$ cat src/rtl/laser_sweep_ctrl.sv
// Per-revolution laser turret sequencer: filters detector edges, pairs them into beacon slots and
// publishes a ping-pong frame of beacon angles on every index pulse.
module laser_sweep_ctrl #(
    parameter int unsigned MAX_BEACONS = 4,
    parameter int unsigned FILTER_LEN  = 8,
    parameter int unsigned TIMEOUT_CYC = 1000000
) (
    input  logic        clk,
    input  logic        reset,
    input  logic        laser_signal,
    input  logic        laser_sync,
    input  logic [15:0] position,
    input  logic        rd_en,
    input  logic [2:0]  rd_addr,
    output logic        rd_valid,
    output logic [15:0] rd_rise,
    output logic [15:0] rd_fall,
    output logic [3:0]  frame_count,
    output logic        frame_valid,
    output logic [7:0]  frame_seq,
    output logic        overflow,
    output logic        stalled
);

    localparam int unsigned SW    = (MAX_BEACONS > 1) ? $clog2(MAX_BEACONS) : 1;
    localparam int unsigned DEPTH = 1 << SW;
    localparam int unsigned TW    = $clog2(TIMEOUT_CYC + 1);

    typedef enum logic [1:0] {StWaitSync, StLow, StHigh} state_e;

    state_e state_q, state_d;

    logic laser_s1_q, laser_s2_q;
    logic sync_s1_q, sync_s2_q, sync_s3_q;
    logic sync_evt;

    logic       lvl_q;
    logic [7:0] filt_cnt_q;
    logic       mismatch, filt_hit, rise_evt, fall_evt;

    logic [TW-1:0] to_cnt_q;
    logic          timeout_hit;
    logic          stalled_q;

    logic          commit, wr_pair, set_ovf, latch_rise, clear_work;
    logic          wr_room;
    logic          work_sel_q;
    logic [3:0]    work_cnt_q;
    logic          work_ovf_q;
    logic [15:0]   rise_tmp_q;
    logic [15:0]   rise_mem_q [2][DEPTH];
    logic [15:0]   fall_mem_q [2][DEPTH];
    logic [SW-1:0] wr_slot, rd_slot;
    logic          pub_sel;
    logic          rd_hit;

    logic [3:0]  frame_count_q;
    logic        overflow_q;
    logic [7:0]  frame_seq_q;
    logic        frame_valid_q;
    logic        rd_valid_q;
    logic [15:0] rd_rise_q, rd_fall_q;

    // Input synchronizers; sync_s3_q only exists to find the rising edge.
    always_ff @(posedge clk) begin
        if (reset) begin
            laser_s1_q <= 1'b0;
            laser_s2_q <= 1'b0;
            sync_s1_q  <= 1'b0;
            sync_s2_q  <= 1'b0;
            sync_s3_q  <= 1'b0;
        end else begin
            laser_s1_q <= laser_signal;
            laser_s2_q <= laser_s1_q;
            sync_s1_q  <= laser_sync;
            sync_s2_q  <= sync_s1_q;
            sync_s3_q  <= sync_s2_q;
        end
    end

    assign sync_evt = sync_s2_q & ~sync_s3_q;

    assign mismatch = laser_s2_q != lvl_q;
    assign filt_hit = mismatch && (filt_cnt_q == 8'(FILTER_LEN - 1));
    assign rise_evt = filt_hit & ~lvl_q;
    assign fall_evt = filt_hit & lvl_q;

    always_ff @(posedge clk) begin
        if (reset) begin
            lvl_q      <= 1'b0;
            filt_cnt_q <= 8'd0;
        end else if (!mismatch) begin
            filt_cnt_q <= 8'd0;
        end else if (filt_hit) begin
            filt_cnt_q <= 8'd0;
            lvl_q      <= ~lvl_q;
        end else begin
            filt_cnt_q <= filt_cnt_q + 8'd1;
        end
    end

    // A sync in the same cycle as the final count wins over the timeout.
    assign timeout_hit = (state_q != StWaitSync) && !sync_evt &&
                         (to_cnt_q == TW'(TIMEOUT_CYC - 1));

    always_ff @(posedge clk) begin
        if (reset) begin
            to_cnt_q  <= '0;
            stalled_q <= 1'b0;
        end else begin
            if (sync_evt || timeout_hit) begin
                to_cnt_q <= '0;
            end else if (state_q != StWaitSync) begin
                to_cnt_q <= to_cnt_q + TW'(1);
            end
            if (timeout_hit) begin
                stalled_q <= 1'b1;
            end else if (sync_evt) begin
                stalled_q <= 1'b0;
            end
        end
    end

    assign wr_room = work_cnt_q < 4'(MAX_BEACONS);

    always_ff @(posedge clk) begin
        if (reset) begin
            state_q <= StWaitSync;
        end else begin
            state_q <= state_d;
        end
    end

    always_comb begin
        state_d    = state_q;
        commit     = 1'b0;
        wr_pair    = 1'b0;
        set_ovf    = 1'b0;
        latch_rise = 1'b0;
        clear_work = 1'b0;
        unique case (state_q)
            StWaitSync: begin
                if (sync_evt) begin
                    state_d    = StLow;
                    clear_work = 1'b1;
                end
            end
            StLow: begin
                if (rise_evt) begin
                    latch_rise = 1'b1;
                    state_d    = StHigh;
                end
                if (sync_evt) begin
                    commit = 1'b1;
                end
            end
            StHigh: begin
                if (fall_evt) begin
                    state_d = StLow;
                    if (wr_room) begin
                        wr_pair = 1'b1;
                    end else begin
                        set_ovf = 1'b1;
                    end
                end
                // An open beacon at sync is dropped; a closing one was already paired above.
                if (sync_evt) begin
                    commit  = 1'b1;
                    state_d = StLow;
                end
            end
            default: state_d = StWaitSync;
        endcase
        if (timeout_hit) begin
            state_d    = StWaitSync;
            clear_work = 1'b1;
            wr_pair    = 1'b0;
            set_ovf    = 1'b0;
            latch_rise = 1'b0;
        end
    end

    assign wr_slot = work_cnt_q[SW-1:0];
    assign pub_sel = ~work_sel_q;

    always_ff @(posedge clk) begin
        if (reset) begin
            work_sel_q <= 1'b0;
            work_cnt_q <= 4'd0;
            work_ovf_q <= 1'b0;
            rise_tmp_q <= 16'd0;
            for (int b = 0; b < 2; b++) begin
                for (int s = 0; s < int'(DEPTH); s++) begin
                    rise_mem_q[b][s] <= 16'd0;
                    fall_mem_q[b][s] <= 16'd0;
                end
            end
        end else begin
            if (latch_rise) begin
                rise_tmp_q <= position;
            end
            if (wr_pair) begin
                rise_mem_q[work_sel_q][wr_slot] <= rise_tmp_q;
                fall_mem_q[work_sel_q][wr_slot] <= position;
            end
            if (commit) begin
                work_sel_q <= ~work_sel_q;
                work_cnt_q <= 4'd0;
                work_ovf_q <= 1'b0;
            end else if (clear_work) begin
                work_cnt_q <= 4'd0;
                work_ovf_q <= 1'b0;
            end else begin
                if (wr_pair) begin
                    work_cnt_q <= work_cnt_q + 4'd1;
                end
                if (set_ovf) begin
                    work_ovf_q <= 1'b1;
                end
            end
        end
    end

    always_ff @(posedge clk) begin
        if (reset) begin
            frame_count_q <= 4'd0;
            overflow_q    <= 1'b0;
            frame_seq_q   <= 8'd0;
            frame_valid_q <= 1'b0;
        end else begin
            frame_valid_q <= commit;
            if (commit) begin
                frame_count_q <= work_cnt_q + {3'b000, wr_pair};
                overflow_q    <= work_ovf_q | set_ovf;
                frame_seq_q   <= frame_seq_q + 8'd1;
            end
        end
    end

    // Read sees the pre-commit bank and count when it lands on the commit edge.
    assign rd_slot = rd_addr[SW-1:0];
    assign rd_hit  = {1'b0, rd_addr} < frame_count_q;

    always_ff @(posedge clk) begin
        if (reset) begin
            rd_valid_q <= 1'b0;
            rd_rise_q  <= 16'd0;
            rd_fall_q  <= 16'd0;
        end else begin
            rd_valid_q <= rd_en;
            if (rd_en) begin
                rd_rise_q <= rd_hit ? rise_mem_q[pub_sel][rd_slot] : 16'd0;
                rd_fall_q <= rd_hit ? fall_mem_q[pub_sel][rd_slot] : 16'd0;
            end
        end
    end

    assign rd_valid    = rd_valid_q;
    assign rd_rise     = rd_rise_q;
    assign rd_fall     = rd_fall_q;
    assign frame_count = frame_count_q;
    assign frame_valid = frame_valid_q;
    assign frame_seq   = frame_seq_q;
    assign overflow    = overflow_q;
    assign stalled     = stalled_q;

endmodule
$ cat config.mk
export PLATFORM = sky130hd
export DESIGN_NAME = laser_sweep_ctrl
export DESIGN_NICKNAME = d
export VERILOG_FILES = /design/src/rtl/laser_sweep_ctrl.sv
export SDC_FILE = /design/constraint.sdc
export NUM_CORES = 1
export LEC_CHECK = 0
export BUFFER_PORTS_ARGS = -buffer_cell sky130_fd_sc_hd__buf_2
export CELL_PAD_IN_SITES_DETAIL_PLACEMENT = 1
export CELL_PAD_IN_SITES_GLOBAL_PLACEMENT = 1
export CORE_ASPECT_RATIO = 0.75
export CORE_MARGIN = 5
export CORE_UTILIZATION = 50
export DETAILED_ROUTE_END_ITERATION = 6
export PLACE_DENSITY_LB_ADDON = 0.08
export SYNTH_ARGS = -nofsm -noshare
export SYNTH_HDL_FRONTEND = slang
export SYNTH_SLANG_ARGS = --single-unit
export TNS_END_PERCENT = 30
$ cat constraint.sdc
create_clock -name clk -period 4.9 [get_ports clk]
set_input_delay 0.49 -clock clk [delete_from_list [all_inputs] [get_ports clk]]
set_output_delay 0.49 -clock clk [all_outputs]
set_load 0.05 [all_outputs]
==> flow_metrics.tcl <==
set metrics [dict create \
    status "completed" \
    antenna_found_initial 0 \
    grt_overflow_total 0 \
    cp_slowest_cell "or4_1" \
    clockRootBuffer "clkbuf_16" \
    finClkSkew_ns 0.01892 \
    clock_latency_ns 0.53 \
    die_x_um 210.0 \
    finalCriticalPeriod_ns 3.495 \
    fp.dieH_um 160.0 \
    rr_endpoint "fall_mem_q[0][34]" \
    dp.cells 1501 \
    setup_ws_ns 1.405 \
    fmax_mhz 286.1 \
    finalCritPeriodShare_pct 71.34 \
    finalHoldViolations 0 \
    crit_end "fall_mem_q[0][34]" \
    firstDrtPassIters 4 \
    via_per_inst 5.730 \
    crit_path_end_kind "flop" \
    ant_nets 0 \
    worstPathRequired_ns 5.08 \
    synth_area_mm2 0.01500 \
    std_cell_rows 54 \
    port_buffers 71 \
    fp.dieArea_mm2 0.03359 \
    cts_made_buffers 38 \
    detailedPlace.worstSlack_ns 1.414 \
    rr_startpoint "filt_cnt_q[3]" \
    grt_pass1_wl_um 58160 \
    coreArea_mm2 0.02932 \
    crit_start "filt_cnt_q[3]" \
    leakagePower_nw 6.304 \
    seq_area_frac_synth_pct 65.41 \
    dr_total_vias 9007 \
    syn_avg_cell_area_um2 13.82 \
    path_max_fanout 22 \
    hold_path.class "in2reg" \
    synth_edf_count 256 \
    clkSinkCount 362 \
    cts_setup_buffers 0 \
    final-setup-viol-count 0 \
    cp-start-kind "flop" \
    synth_seq_cells 362 \
    hold_buffers 0 \
    drive_above_1_share_pct 20.10 \
    wirelength_um 37440 \
    worstMarginPinSlew_ns 1.373 \
    grt_pass1_vias 9536 \
    drt_iter0_drc 657 \
    peakVddDrop_v 0.0002851 \
    hold-worst-slack_ns 0.1719 \
    dp_hpwl_um 22690 \
    yosys_warnings 0 \
    rsz0062_at_grt "false" \
    cap_violations 0 \
    grtUsageTotal_pct 22.41 \
    io_pins 72 \
    grt_max_degree 63 \
    critical_path.max_stage_delay_ns 0.66 \
    cts_tree "built" \
    ys_async_sr_fraction_pct 0 \
    cts-htree-levels 2 \
    syn_to_final_growth_pct 13.59 \
    nFillCells 2831 \
    setup_tns_ns 0 \
    crit_arrival_ns 3.68 \
    drcViolationCount 0 \
    synthCells 1085 \
    crit_type "reg2reg" \
    path_cells "or4_1 -> or4_4 -> a31o_4 -> nor2_1 -> a21o_1 -> buf_4" \
    relSlewSlack_pct 8.371 \
    cts-resized-gates 0 \
    finalNonFillerCells 1572 \
    start_util_pct 51.14 \
    routabilityCongestion 0.7720 \
    synth_fp_nets 1123 \
    clkSlewWorstSetupHoldPaths_ns 0.06 \
    wl_per_cell_um 23.82 \
    maxSlewViolCount 0 \
    netlist-cell-type-count 50 \
    nets 1187 \
    synth_top_flop_cell "edfxtp_1" \
    pwr_density_cell_mw_per_mm2 391.4 \
    rrSetupSlack_ns 1.40 \
    r2r_cells 6 \
    clock_path_buffers 3 \
]
[how the worst min path moves through the flow]
stage | startpoint | end | slack [ns] | cells after the start
after floorplan | filt_cnt_q[0] | filt_cnt_q[0] | 0.41 | 1
final | laser_sync | sync_s1_q | 0.17 | 2
after CTS | laser_sync | sync_s1_q | 0.15 | 2
after detailed placement | sync_s1_q | sync_s2_q | 0.43 | 1
after global placement | sync_s1_q | sync_s2_q | 0.42 | 1
after global routing | laser_sync | sync_s1_q | 0.17 | 2
[sequential cells by signal, indices dropped and copies added (netlist names), 2 cells and up]
signal and cells:
work_cnt_q 4, frame_seq 8, rise_mem_q 128, state_q 2, rd_fall 16, fall_mem_q 128
to_cnt_q 20, rd_rise 16, frame_count 4, rise_tmp_q 16, filt_cnt_q 8
[cell families (layout without fill, tap and decap cells)]
| kind of cell | count (synthesis) | after routing | synth area share (%) |
|---|---|---|---|
| and+or+nand+nor | 417 | 417 | 13.52 |
| DFF | 362 | 362 | 65.41 |
| muxes | 114 | 114 | 12.95 |
| buffers and inverters | 78 | 172 | 2.194 |
| AOI/OAI and AO/OA | 64 | 64 | 2.661 |
| xor gates and xnor gates | 36 | 36 | 2.102 |
| adders and majority gates | 14 | 14 | 1.168 |
| other | 0 | 1 | 0 |
[cells in the mapped netlist (all sizes together), types with 16 or more instances]
cell type	instances	area share, %
and2	32	1.3
and3	39	1.6
buf	18	0.69
clkbuf	46	1.2
dfxtp	106	14
edfxtp	256	51
mux2i	50	3.3
mux4	64	9.6
nand2	50	1.3
nand2b	37	1.5
nand3	16	0.53
nor2	202	5.2
o21ai	37	1.2
xor2	24	1.4
[power by group]
part	leakage [nW]	switching, W	internal (W)
Sequential	3.49	0.0000394	0.00335
Clock	0.628	0.00118	0.00175
Combinational	2.18	0.000227	0.000115
Total	6.30	0.00144	0.00522
[final cells by class]
cell class / count / area [µm²] / area share, %
inverters: 14 / 52.55 / 0.3085
well taps: 392 / 490.5 / 2.879
clock buffers: 60 / 1177 / 6.911
diodes: 1 / 2.502 / 0.01469
flip-flops and latches: 362 / 9813 / 57.61
repair buffers: 88 / 520.5 / 3.055
clock inverters: 10 / 96.34 / 0.5656
multi-input cells: 645 / 4882 / 28.66
[per-stage QoR]
| step | instance area [µm²] | total power [W] | utilization [%] |
|---|---|---|---|
| 5_1_grt | 17030 | 0.006900 | 58.09 |
| 3_5_place_dp | 15760 | 0.003805 | 53.74 |
| 2_1_floorplan | 15000 | 0.003669 | - |
| 4_1_cts | 17030 | 0.006726 | 58.09 |
| 6_report | 17040 | 0.006668 | 58.09 |
| 3_3_place_gp | 15760 | 0.003792 | 53.74 |
[cells in the final DEF (no fill, tap or decap), types with 3 or more instances in the layout]
| master | instances |
|---|---|
| nor2_2 | 10 |
| nor3_1 | 3 |
| a21oi_1 | 7 |
| ha_1 | 14 |
| clkbuf_8 | 8 |
| xor2_1 | 24 |
| clkbuf_1 | 11 |
| nand3_1 | 16 |
| xnor2_1 | 12 |
| nand3b_1 | 7 |
| buf_4 | 14 |
| nor2_1 | 191 |
| nand2_1 | 50 |
| and2_1 | 32 |
| or2_2 | 3 |
| clkinv_2 | 5 |
| inv_1 | 14 |
| clkbuf_16 | 41 |
| nand4_1 | 5 |
| a21o_1 | 5 |
| dfxtp_1 | 105 |
| buf_2 | 71 |
| mux4_2 | 64 |
| mux2i_1 | 50 |
| and3_1 | 39 |
| nor2b_1 | 9 |
| a31o_2 | 4 |
| nand2b_1 | 37 |
| edfxtp_1 | 256 |
| clkinv_1 | 3 |
| buf_12 | 3 |
| o21ai_0 | 36 |
[metal layers]
| layer | vias up | wire length, µm | GRT usage (%) |
|---|---|---|---|
| li1 | 4067 | - | - |
| met1 | 4686 | 17950 | 34.10 |
| met2 | 214 | 17330 | 34.91 |
| met3 | 40 | 1678 | 3.314 |
| met4 | 0 | 485 | 4.388 |
| met5 | - | 0 | 0 |
[worst max-delay path, delay by kind of cell (launching register included)]
kind	cells	cell delay, ns
flip-flops	1	0.35
AND/OR/NAND/NOR	3	1.54
buffers and inverters	1	0.46
AO/OA/AOI/OAI	2	0.80
Note: power is estimated with default switching activity, not from simulation.
